==> src/rtl/jt51_wrqueue.sv <==
// Host-side write queue for jt51_mmr: buffers (address, data) pairs and replays
// each as an a0=0 / a0=1 write pair, waiting for mmr_busy to clear after data.
module jt51_wrqueue #(
  parameter int AW = 3
) (
  input  logic          clk,
  input  logic          rst_n,
  input  logic          push,
  input  logic [7:0]    push_addr,
  input  logic [7:0]    push_data,
  input  logic          flush,
  input  logic          ovf_clr,
  output logic          full,
  output logic          empty,
  output logic [AW:0]   level,
  output logic          ovf,
  output logic          q_busy,
  output logic          mmr_write,
  output logic          mmr_a0,
  output logic [7:0]    mmr_din,
  input  logic          mmr_busy
);

  localparam int          DEPTH     = 2**AW;
  localparam logic [AW:0] DEPTH_CNT = (AW+1)'(DEPTH);

  typedef enum logic [2:0] {
    S_IDLE,
    S_ADDR,
    S_GAP,
    S_DATA,
    S_WAIT1,
    S_WAITB
  } state_t;

  state_t        r_state;
  state_t        w_state_nxt;

  logic [15:0]   r_mem [DEPTH];
  logic [AW:0]   r_wr_ptr;
  logic [AW:0]   r_rd_ptr;
  logic          r_ovf;

  logic [7:0]    r_h_addr;
  logic [7:0]    r_h_data;
  logic [7:0]    r_last_addr;
  logic          r_last_valid;

  logic          r_mmr_write;
  logic          r_mmr_a0;
  logic [7:0]    r_mmr_din;

  logic [AW:0]   w_level;
  logic          w_full;
  logic          w_empty;
  logic          w_push_ok;
  logic          w_pop;
  logic [15:0]   w_head;

  // ---------------------------------------------------------------------------
  // FIFO bookkeeping. Pointers carry one extra bit so full and empty differ.
  // ---------------------------------------------------------------------------
  assign w_level   = r_wr_ptr - r_rd_ptr;
  assign w_full    = (w_level == DEPTH_CNT);
  assign w_empty   = (w_level == '0);
  // Full is judged before any same-cycle pop; flush swallows a concurrent push.
  assign w_push_ok = push && !w_full && !flush;
  assign w_pop     = (r_state == S_IDLE) && !w_empty && !flush;
  assign w_head    = r_mem[r_rd_ptr[AW-1:0]];

  // NOTE: the storage array has no reset; pointers alone define what is valid,
  // so clearing the entries would only cost reset fan-out.
  always_ff @(posedge clk) begin
    if (w_push_ok)
      r_mem[r_wr_ptr[AW-1:0]] <= {push_addr, push_data};
  end

  always_ff @(posedge clk or negedge rst_n) begin
    if (!rst_n) begin
      r_wr_ptr <= '0;
      r_rd_ptr <= '0;
    end else begin
      if (w_push_ok)
        r_wr_ptr <= r_wr_ptr + 1'b1;
      if (flush)
        r_rd_ptr <= r_wr_ptr;
      else if (w_pop)
        r_rd_ptr <= r_rd_ptr + 1'b1;
    end
  end

  always_ff @(posedge clk or negedge rst_n) begin
    if (!rst_n)
      r_ovf <= 1'b0;
    else if (ovf_clr)
      r_ovf <= 1'b0;
    else if (push && w_full)
      r_ovf <= 1'b1;
  end

  // ---------------------------------------------------------------------------
  // Playout FSM: state register plus combinational next-state.
  // ---------------------------------------------------------------------------
  always_ff @(posedge clk or negedge rst_n) begin
    if (!rst_n)
      r_state <= S_IDLE;
    else
      r_state <= w_state_nxt;
  end

  // NOTE: w_state_nxt is given a default before the case so that no path through
  // this block leaves it unassigned, which would otherwise infer a latch.
  always_comb begin
    w_state_nxt = r_state;
    case (r_state)
      S_IDLE: begin
        if (w_pop) begin
          if (r_last_valid && (w_head[15:8] == r_last_addr))
            w_state_nxt = S_DATA;
          else
            w_state_nxt = S_ADDR;
        end
      end
      S_ADDR:  w_state_nxt = S_GAP;
      S_GAP:   w_state_nxt = S_DATA;
      S_DATA:  w_state_nxt = S_WAIT1;
      // jt51_mmr raises busy a cycle after the data write, so do not look yet.
      S_WAIT1: w_state_nxt = S_WAITB;
      S_WAITB: begin
        if (!mmr_busy)
          w_state_nxt = S_IDLE;
      end
      default: w_state_nxt = S_IDLE;
    endcase
  end

  // Head entry capture and registered bus outputs driven from the current state.
  always_ff @(posedge clk or negedge rst_n) begin
    if (!rst_n) begin
      r_h_addr     <= '0;
      r_h_data     <= '0;
      r_last_addr  <= '0;
      r_last_valid <= 1'b0;
      r_mmr_write  <= 1'b0;
      r_mmr_a0     <= 1'b0;
      r_mmr_din    <= '0;
    end else begin
      r_mmr_write <= 1'b0;
      if (w_pop) begin
        r_h_addr <= w_head[15:8];
        r_h_data <= w_head[7:0];
      end
      case (r_state)
        S_ADDR: begin
          r_mmr_write  <= 1'b1;
          r_mmr_a0     <= 1'b0;
          r_mmr_din    <= r_h_addr;
          r_last_addr  <= r_h_addr;
          r_last_valid <= 1'b1;
        end
        S_DATA: begin
          r_mmr_write <= 1'b1;
          r_mmr_a0    <= 1'b1;
          r_mmr_din   <= r_h_data;
        end
        default: ;
      endcase
    end
  end

  assign full      = w_full;
  assign empty     = w_empty;
  assign level     = w_level;
  assign ovf       = r_ovf;
  assign q_busy    = !w_empty || (r_state != S_IDLE);
  assign mmr_write = r_mmr_write;
  assign mmr_a0    = r_mmr_a0;
  assign mmr_din   = r_mmr_din;

endmodule

==> config.mk <==
export PLATFORM = sky130hd
export DESIGN_NAME = jt51_wrqueue
export DESIGN_NICKNAME = d
export VERILOG_FILES = /design/src/rtl/jt51_wrqueue.sv
export SDC_FILE = /design/constraint.sdc
export NUM_CORES = 1
export LEC_CHECK = 0
export ABC_CLOCK_PERIOD_IN_PS = 4210
export BUFFER_PORTS_ARGS = -buffer_cell sky130_fd_sc_hd__buf_2
export CAP_MARGIN = 20
export CORE_ASPECT_RATIO = 1.5
export CORE_MARGIN = 2
export CORE_UTILIZATION = 35
export DETAILED_ROUTE_END_ITERATION = 7
export GPL_TIMING_DRIVEN = 0
export HOLD_SLACK_MARGIN = 0.15
export PLACE_DENSITY = 0.49
export SLEW_MARGIN = 20
export SYNTH_ARGS = -nofsm -noshare
export SYNTH_HDL_FRONTEND = slang
export SYNTH_SLANG_ARGS = --single-unit
==> constraint.sdc <==
create_clock -name clk -period 4.21 [get_ports clk]
set_input_delay 1.263 -clock clk [delete_from_list [all_inputs] [get_ports clk]]
set_output_delay 1.263 -clock clk [all_outputs]
set_load 0.01 [all_outputs]
==> impl_metrics.yaml, run 1 <==
power_and_ir_drop:
  ir_worst_vdd_mv: 0.3010
  p_comb_share_pct: 33.9
  switching_share_pct: 34.08
  p_clk_share_pct: 26.2
  p_seq_share_pct: 39.9
  leakagePower_nw: 3.080
  power_mw: 5.998
  internal_power_mw: 3.954
  p_switching_mw: 2.044
  power.density_mw_per_mm2: 720.1
timing:
  max_slew_margin_pct: 37.56
  layout_setup_ws_ps: 187.1
  max_freq_mhz: 248.6
  slew_violations: 0
  finalCritPeriodShare_pct: 95.55
  min_period_ps: 4023
  worstMarginPinSlew_ps: 922.0
  fin_skew_ps: 12.71
  rsz0062_at_grt: "false"
  final-hold-violation-count: 0
  setup_viol: 0
setup_path:
  crit_path_end_kind: "primary output"
  crit_family: "simple AND/OR/NAND/NOR gates"
  worstPathMaxFanout: 9
  critPathBufInv: 3
  worstPathArrival_ps: 2760
  slowest_stage: "dfrtp_1"
  critPathLaunchType: "flop"
  timing.critical_path.mode_cell: "inv_1"
  crit_required_ps: 2950
  crit_type: "flop to primary output"
  max_stage_delay_ps: 560
  path_cells: "inv_1, ha_1, inv_1, fa_1, or3_1, nor3_1, buf_2"
layout:
  fin_area_mm2: 0.008329
  nNetsFinal: 516
  num_antenna_cells: 0
  register_area_mm2: 0.005021
  fin_util_pct: 42.10
  fillerInstances: 1788
  final_cells: 761
  drive_gt1_share_pct: 27.35
  multi_input_area_mm2: 0.001949
  syn2layout_area_growth_pct: 18.14
  mostFrequentLayoutCells: "edfxtp_1, dfrtp_1, nand2_1"
  layout_commonest_cell: "edfxtp_1"
place:
  gp_congestion: 0.7106
  hpwl_mm: 10.21
  port_buffers: 38
  pre_cts_slack_ps: -442.1
  placedInstanceArea_mm2: 0.007705
  dp_cells: 728
synthesis:
  ys.flop_type: "edfxtp_1"
  synth.top_cell.area_share_pct: 54.52
  synth.cell_area_mm2: 0.007051
  syn_nets: 446
  yosysWarnings: 0
  ys_seq_area_share_pct: 71.20
  synth-seq-cells: 175
  avgSynthCellArea_um2: 16.87
  syn_inst: 418
  yosysTopAreaCell: "edfxtp_1"
  yosysUniqueCellTypes: 45
  synth.area.top_cells: "edfxtp_1, dfrtp_1, mux4_2"
  synthArstFlopShare_pct: 26.86
  synth_edf_count: 128
routing:
  num_vias: 3720
  drt-total-wl_mm: 14.71
  drc: 0
  first_iter_violations: 216
  wl_per_cell_um: 19.33
  ant_nets: 0
  first_pass_iters: 4
  vias_per_cell: 4.888
floorplanning:
  row_count: 63
  core_area_mm2: 0.01979
  fp.dieH_um: 177.8
  die_area_mm2: 0.02132
  ios: 40
  start_util_pct: 35.64
  die_w_um: 119.9
cts:
  ctsHoldBuffers: 0
  cts_tree: "built"
  cts.clk_slew.worst_paths_ps: 70
  max-clock-path-buffers: 2
  clk_latency_ps: 430
  cts_made_buffers: 17
  cts.sinks: 175
  root_buffer: "clkbuf_16"
  cts_max_level: 4
global_route:
  grt_use_total_pct: 14.66
  grt_pass1_vias: 3980
  grt_max_degree: 48
  grt-ovfl-total: 0
  antenna_found_initial: 1
  grt_first_pass_wirelength_mm: 22.67
run_status:
  outcome: "finished clean"
run:
  drv.max_cap_violation_count: 0
worst_hold_path:
  hp-class: "flop to flop"
[cells by family after synthesis]
group / Yosys count / synth area share [%]
flops: 175 / 71.20
simple gates: 82 / 5.572
mux: 66 / 14.71
compound gates: 46 / 3.922
buf+inv: 29 / 1.686
xor+xnor: 14 / 1.739
fa+ha+maj: 6 / 1.171
[worst register-to-register path: stages, from the launching register on]
cell and delay (ps):
dfrtp_2 450, clkbuf_8 220, clkinv_2 200, ha_1 320, nor2b_1 140, o21a_1 180
nor3_1 300, o311a_1 370, nand2_1 180, nor3_2 520, buf_4 290, buf_4 200
[flip-flops by register name, indices dropped and copies added (netlist names)]
signal        flops
r_state           3
r_h_addr          8
r_mem           128
ovf               1
mmr_din           8
r_last_addr       8
r_h_data          8
mmr_a0            1
r_wr_ptr          4
r_last_valid      1
mmr_write         1
r_rd_ptr          4
[layer usage]
| metal | up-vias | share of wire, % | track usage [%] |
|---|---|---|---|
| li1 | 1747 | - | - |
| met1 | 1890 | 42 | 17.05 |
| met2 | 62 | 53 | 26.31 |
| met3 | 19 | 2.7 | 3.053 |
| met4 | 2 | 2.0 | 5.833 |
| met5 | - | 0.075 | 0 |
[area by class of cell]
| class | count | area share, % |
|---|---|---|
| Sequential cell | 175 | 60.28 |
| Multi-Input combinational cell | 214 | 23.40 |
| Clock buffer | 18 | 5.408 |
| Tap cell | 260 | 3.906 |
| Timing Repair Buffer | 53 | 3.801 |
| Clock inverter | 14 | 1.682 |
| Buffer | 16 | 0.9614 |
| Inverter | 11 | 0.5558 |
[path summary, 6_finish.rpt]
kind                                         startpoint                       to  slack, ps  cells after the start
worst max-delay path            r_wr_ptr[0]$_DFFE_PN0P_                     full        190                      7
worst min-delay path             mmr_din[6]$_DFFE_PN0P_   mmr_din[6]$_DFFE_PN0P_        480                      2
worst max register to register  r_rd_ptr[1]$_DFFE_PN0P_    r_mem[4][4]$_DFFE_PP_        560                     11
worst min register to register   mmr_din[6]$_DFFE_PN0P_   mmr_din[6]$_DFFE_PN0P_        480                      2
max in group asynchronous                         rst_n  r_rd_ptr[1]$_DFFE_PN0P_       2920                      1
min in group asynchronous                         rst_n          ovf$_DFFE_PN0P_        850                      1
[power groups by stage]
stage,logic [mW],clock network (mW),registers [mW]
3_5_place_dp,2.07,0,2.41
4_1_cts,2.07,1.61,2.39
5_1_grt,2.25,1.68,2.43
3_3_place_gp,2.00,0,2.41
6_report,2.03,1.57,2.39
2_1_floorplan,1.43,0,2.37
[metrics by stage]
stage | setup TNS, ps | hold WS [ps]
floorplan | 0 | 439.8
global placement | -205640 | 454.8
detailed placement | -25640 | 465.2
CTS | 0 | 482.7
global route | 0 | 504.4
finish | 0 | 476.1
[Yosys cell counts, types with 2 or more instances]
library cell  number
buf_1              4
o21ai_0           24
nand3_1            3
o21ai_1            4
ha_1               5
and2_1             2
mux2i_1           29
nor3b_1            3
nor2_1             9
edfxtp_1         128
nand2b_1           3
inv_1             10
buf_2              2
a21oi_1            5
nor3_1            10
nand4_1            3
nor2b_1            3
mux2_2             8
xnor2_1           12
clkbuf_1          10
dfrtp_1           47
mux4_2            27
nand3b_1           2
buf_4              2
a22o_1             2
xor2_1             2
a22oi_1            2
nand2_1           40
[what timing repair did]
item	4_1_cts	5_1_grt
buffers inserted	0	3
gates resized for setup	4	2
hold endpoints to repair	0	0
endpoints found under the setup margin	138	1
Power figures use the tool's default switching activity.
==> inputs of run 2 (changes only) <==
ABC_AREA = 1   (was unset)
==> run 2 against run 1 <==
  * Hold slack worse by 2.3 ps
  * Synthesized cell count up 65%
  * Final cell count up 36%
  * Highest routed layer is now met4
  * Sequential power down 3%
  * Via count up 34%
  * Sequential cell count unchanged
  * Combinational power up 24%
  * Sequential share of layout area down 2.6 points
  * Clock skew down 3.8 ps
  * Total power up 7.1%
  * Global-route usage up 2.7 points
  * Die area up 5.9%
==> impl_metrics.yaml, run 2 <==
run_status:
  outcome: "finished clean"
synthesis:
  yosysUniqueCellTypes: 35
  synth.cell_area_mm2: 0.007480
  synth.area.top_cells: "edfxtp_1, dfrtp_1, nand2_1"
  yosysTopAreaCell: "edfxtp_1"
  ys.flop_type: "edfxtp_1"
  yosysWarnings: 0
  synth_edf_count: 128
  ys_seq_area_share_pct: 67.11
  netlist_top_cells_count: "nand2_1, edfxtp_1, nor2_1"
  synth_most_common_cell: "nand2_1"
  synthArstFlopShare_pct: 26.86
  syn_nets: 719
  avgSynthCellArea_um2: 10.82
  synth-seq-cells: 175
  synth.top_cell.area_share_pct: 51.39
  syn_inst: 691
setup_path:
  worstPathArrival_ps: 2760
  crit_type: "flop to primary output"
  crit_path_end_kind: "primary output"
  crit_start: "r_rd_ptr[1]$_DFFE_PN0P_"
  crit_required_ps: 2950
  r2r_start: "r_rd_ptr[2]$_DFFE_PN0P_"
  critPathLaunchType: "flop"
  worstPathMaxFanout: 11
timing:
  max_slew_margin_pct: 53.00
  setup_viol: 0
  max_freq_mhz: 248.4
  slew_violations: 0
  fin_skew_ps: 8.904
  tns_ps: 0
  fin_hold_ws_ps: 473.9
  worstMarginPinSlew_ps: 703.4
  finalCritPeriodShare_pct: 95.64
  min_period_ps: 4026
  rsz0062_at_grt: "false"
  final-hold-violation-count: 0
global_route:
  grt_first_pass_wirelength_mm: 28.27
  grt_pass1_vias: 4899
  grt_use_total_pct: 17.36
  grt_max_degree: 48
  antenna_found_initial: 0
  grt-ovfl-total: 0
layout:
  nNetsFinal: 781
  final_cells: 1034
  drive_gt1_share_pct: 17.10
  fin_util_pct: 41.48
  largest_register_ff_count: 128
  num_antenna_cells: 0
  layout_commonest_cell: "nand2_1"
  fillerInstances: 2003
  mostFrequentLayoutCells: "nand2_1, edfxtp_1, nor2_1"
  syn2layout_area_growth_pct: 16.36
place:
  dp_cells: 1002
  port_buffers: 39
  gp_congestion: 0.7923
  hpwl_mm: 12.51
cts:
  cts_resized: 0
  cts_tree: "built"
  cts.sinks: 175
  cts_max_level: 4
  cts_made_buffers: 17
  clk_latency_ps: 430
  cts.clk_slew.worst_paths_ps: 70
  post_cts.repair.setup_buffers: 0
  ctsHoldBuffers: 0
  max-clock-path-buffers: 2
  root_buffer: "clkbuf_16"
floorplanning:
  row_count: 65
  die_area_mm2: 0.02258
  ios: 40
  start_util_pct: 35.65
  core_area_mm2: 0.02098
  die_w_um: 123.4
  fp.dieH_um: 183.0
routing:
  vias_per_cell: 4.827
  ant_nets: 0
  wl_per_cell_um: 17.91
  first_iter_violations: 342
  num_vias: 4991
  first_pass_iters: 5
  drt-total-wl_mm: 18.51
  drc: 0
power_and_ir_drop:
  leakagePower_nw: 3.626
  ir_worst_vdd_mv: 0.2975
  power.density_mw_per_mm2: 738.0
worst_hold_path:
  hp-class: "flop to flop"
  hold_start: "mmr_a0$_DFFE_PN0P_"
run:
  drv.max_cap_violation_count: 0
[run 2: cell types whose count changed after synthesis, sizes merged, moves of 7 or more]
cell / change
nor2: +72
xnor2: -10
mux2: -8
nor3: -7
nand3: +60
mux4: -28
inv: +62
mux2i: -30
clkbuf: -8
buf: +16
o21ai: +21
nand2: +139
[run 2: metal layers]
| metal | global-route usage (%) | share of wire [%] |
|---|---|---|
| met1 | 20.84 | 42 |
| met2 | 30.88 | 53 |
| met3 | 3.545 | 3.0 |
| met4 | 5.182 | 1.4 |
| met5 | 0 | 0 |
[run 2: critical path, stage by stage (launching register included)]
cell	delay [ps]
dfrtp_1	390
buf_4	180
inv_1	100
buf_2	340
fa_1	500
nor3_1	250
inv_1	60
or2_4	270
inv_1	70
nand2_1	40
buf_2	140
[run 2: kinds of logic after synthesis]
family,count (synthesis),share of synthesized area (%)
AO/OA/AOI/OAI,73,6.089
flip-flops,175,67.11
buffers and inverters,98,6.340
XOR/XNOR,7,0.8197
AND/OR/NAND/NOR,332,18.53
adder cells (fa/ha/maj),6,1.104
[run 2: where the power goes]
| part | internal (mW) | switching [mW] | total [mW] |
|---|---|---|---|
| clock network | 0.939 | 0.648 | 1.59 |
| registers | 2.18 | 0.148 | 2.33 |
| logic | 0.836 | 1.67 | 2.51 |
[run 2: worst paths after layout]
| path | to | slack [ps] | cells past startpoint |
|---|---|---|---|
| min reg2reg | mmr_a0$_DFFE_PN0P_ | 470 | 2 |
| min in group asynchronous | ovf$_DFFE_PN0P_ | 840 | 1 |
| max in group asynchronous | r_h_data[0]$_DFFE_PN0P_ | 2950 | 1 |
| min | mmr_a0$_DFFE_PN0P_ | 470 | 2 |
| max reg2reg | r_mem[0][5]$_DFFE_PP_ | 960 | 13 |
| max | q_busy | 180 | 10 |
[run 2: final cells by class]
cell class,count,area (um^2),area share [%]
multi-input cells,418,2023,23.25
well taps,268,335.3,3.853
repair buffers,43,242.7,2.789
plain buffers,26,196.4,2.257
flip-flops and latches,175,5020,57.68
inverters,72,277.8,3.191
clock buffers,27,571.8,6.570
clock inverters,5,36.28,0.4169
[run 2: through the flow]
| stage | instance area [um^2] | setup slack [ps] | power (mW) |
|---|---|---|---|
| floorplan | 7480 | 894.7 | 4.027 |
| global placement | 8010 | 97.74 | 4.812 |
| detailed placement | 8093 | 611.2 | 4.903 |
| CTS | 8701 | 150.0 | 6.494 |
| global route | 8703 | 21.61 | 6.862 |
| finish | 8703 | 183.7 | 6.423 |
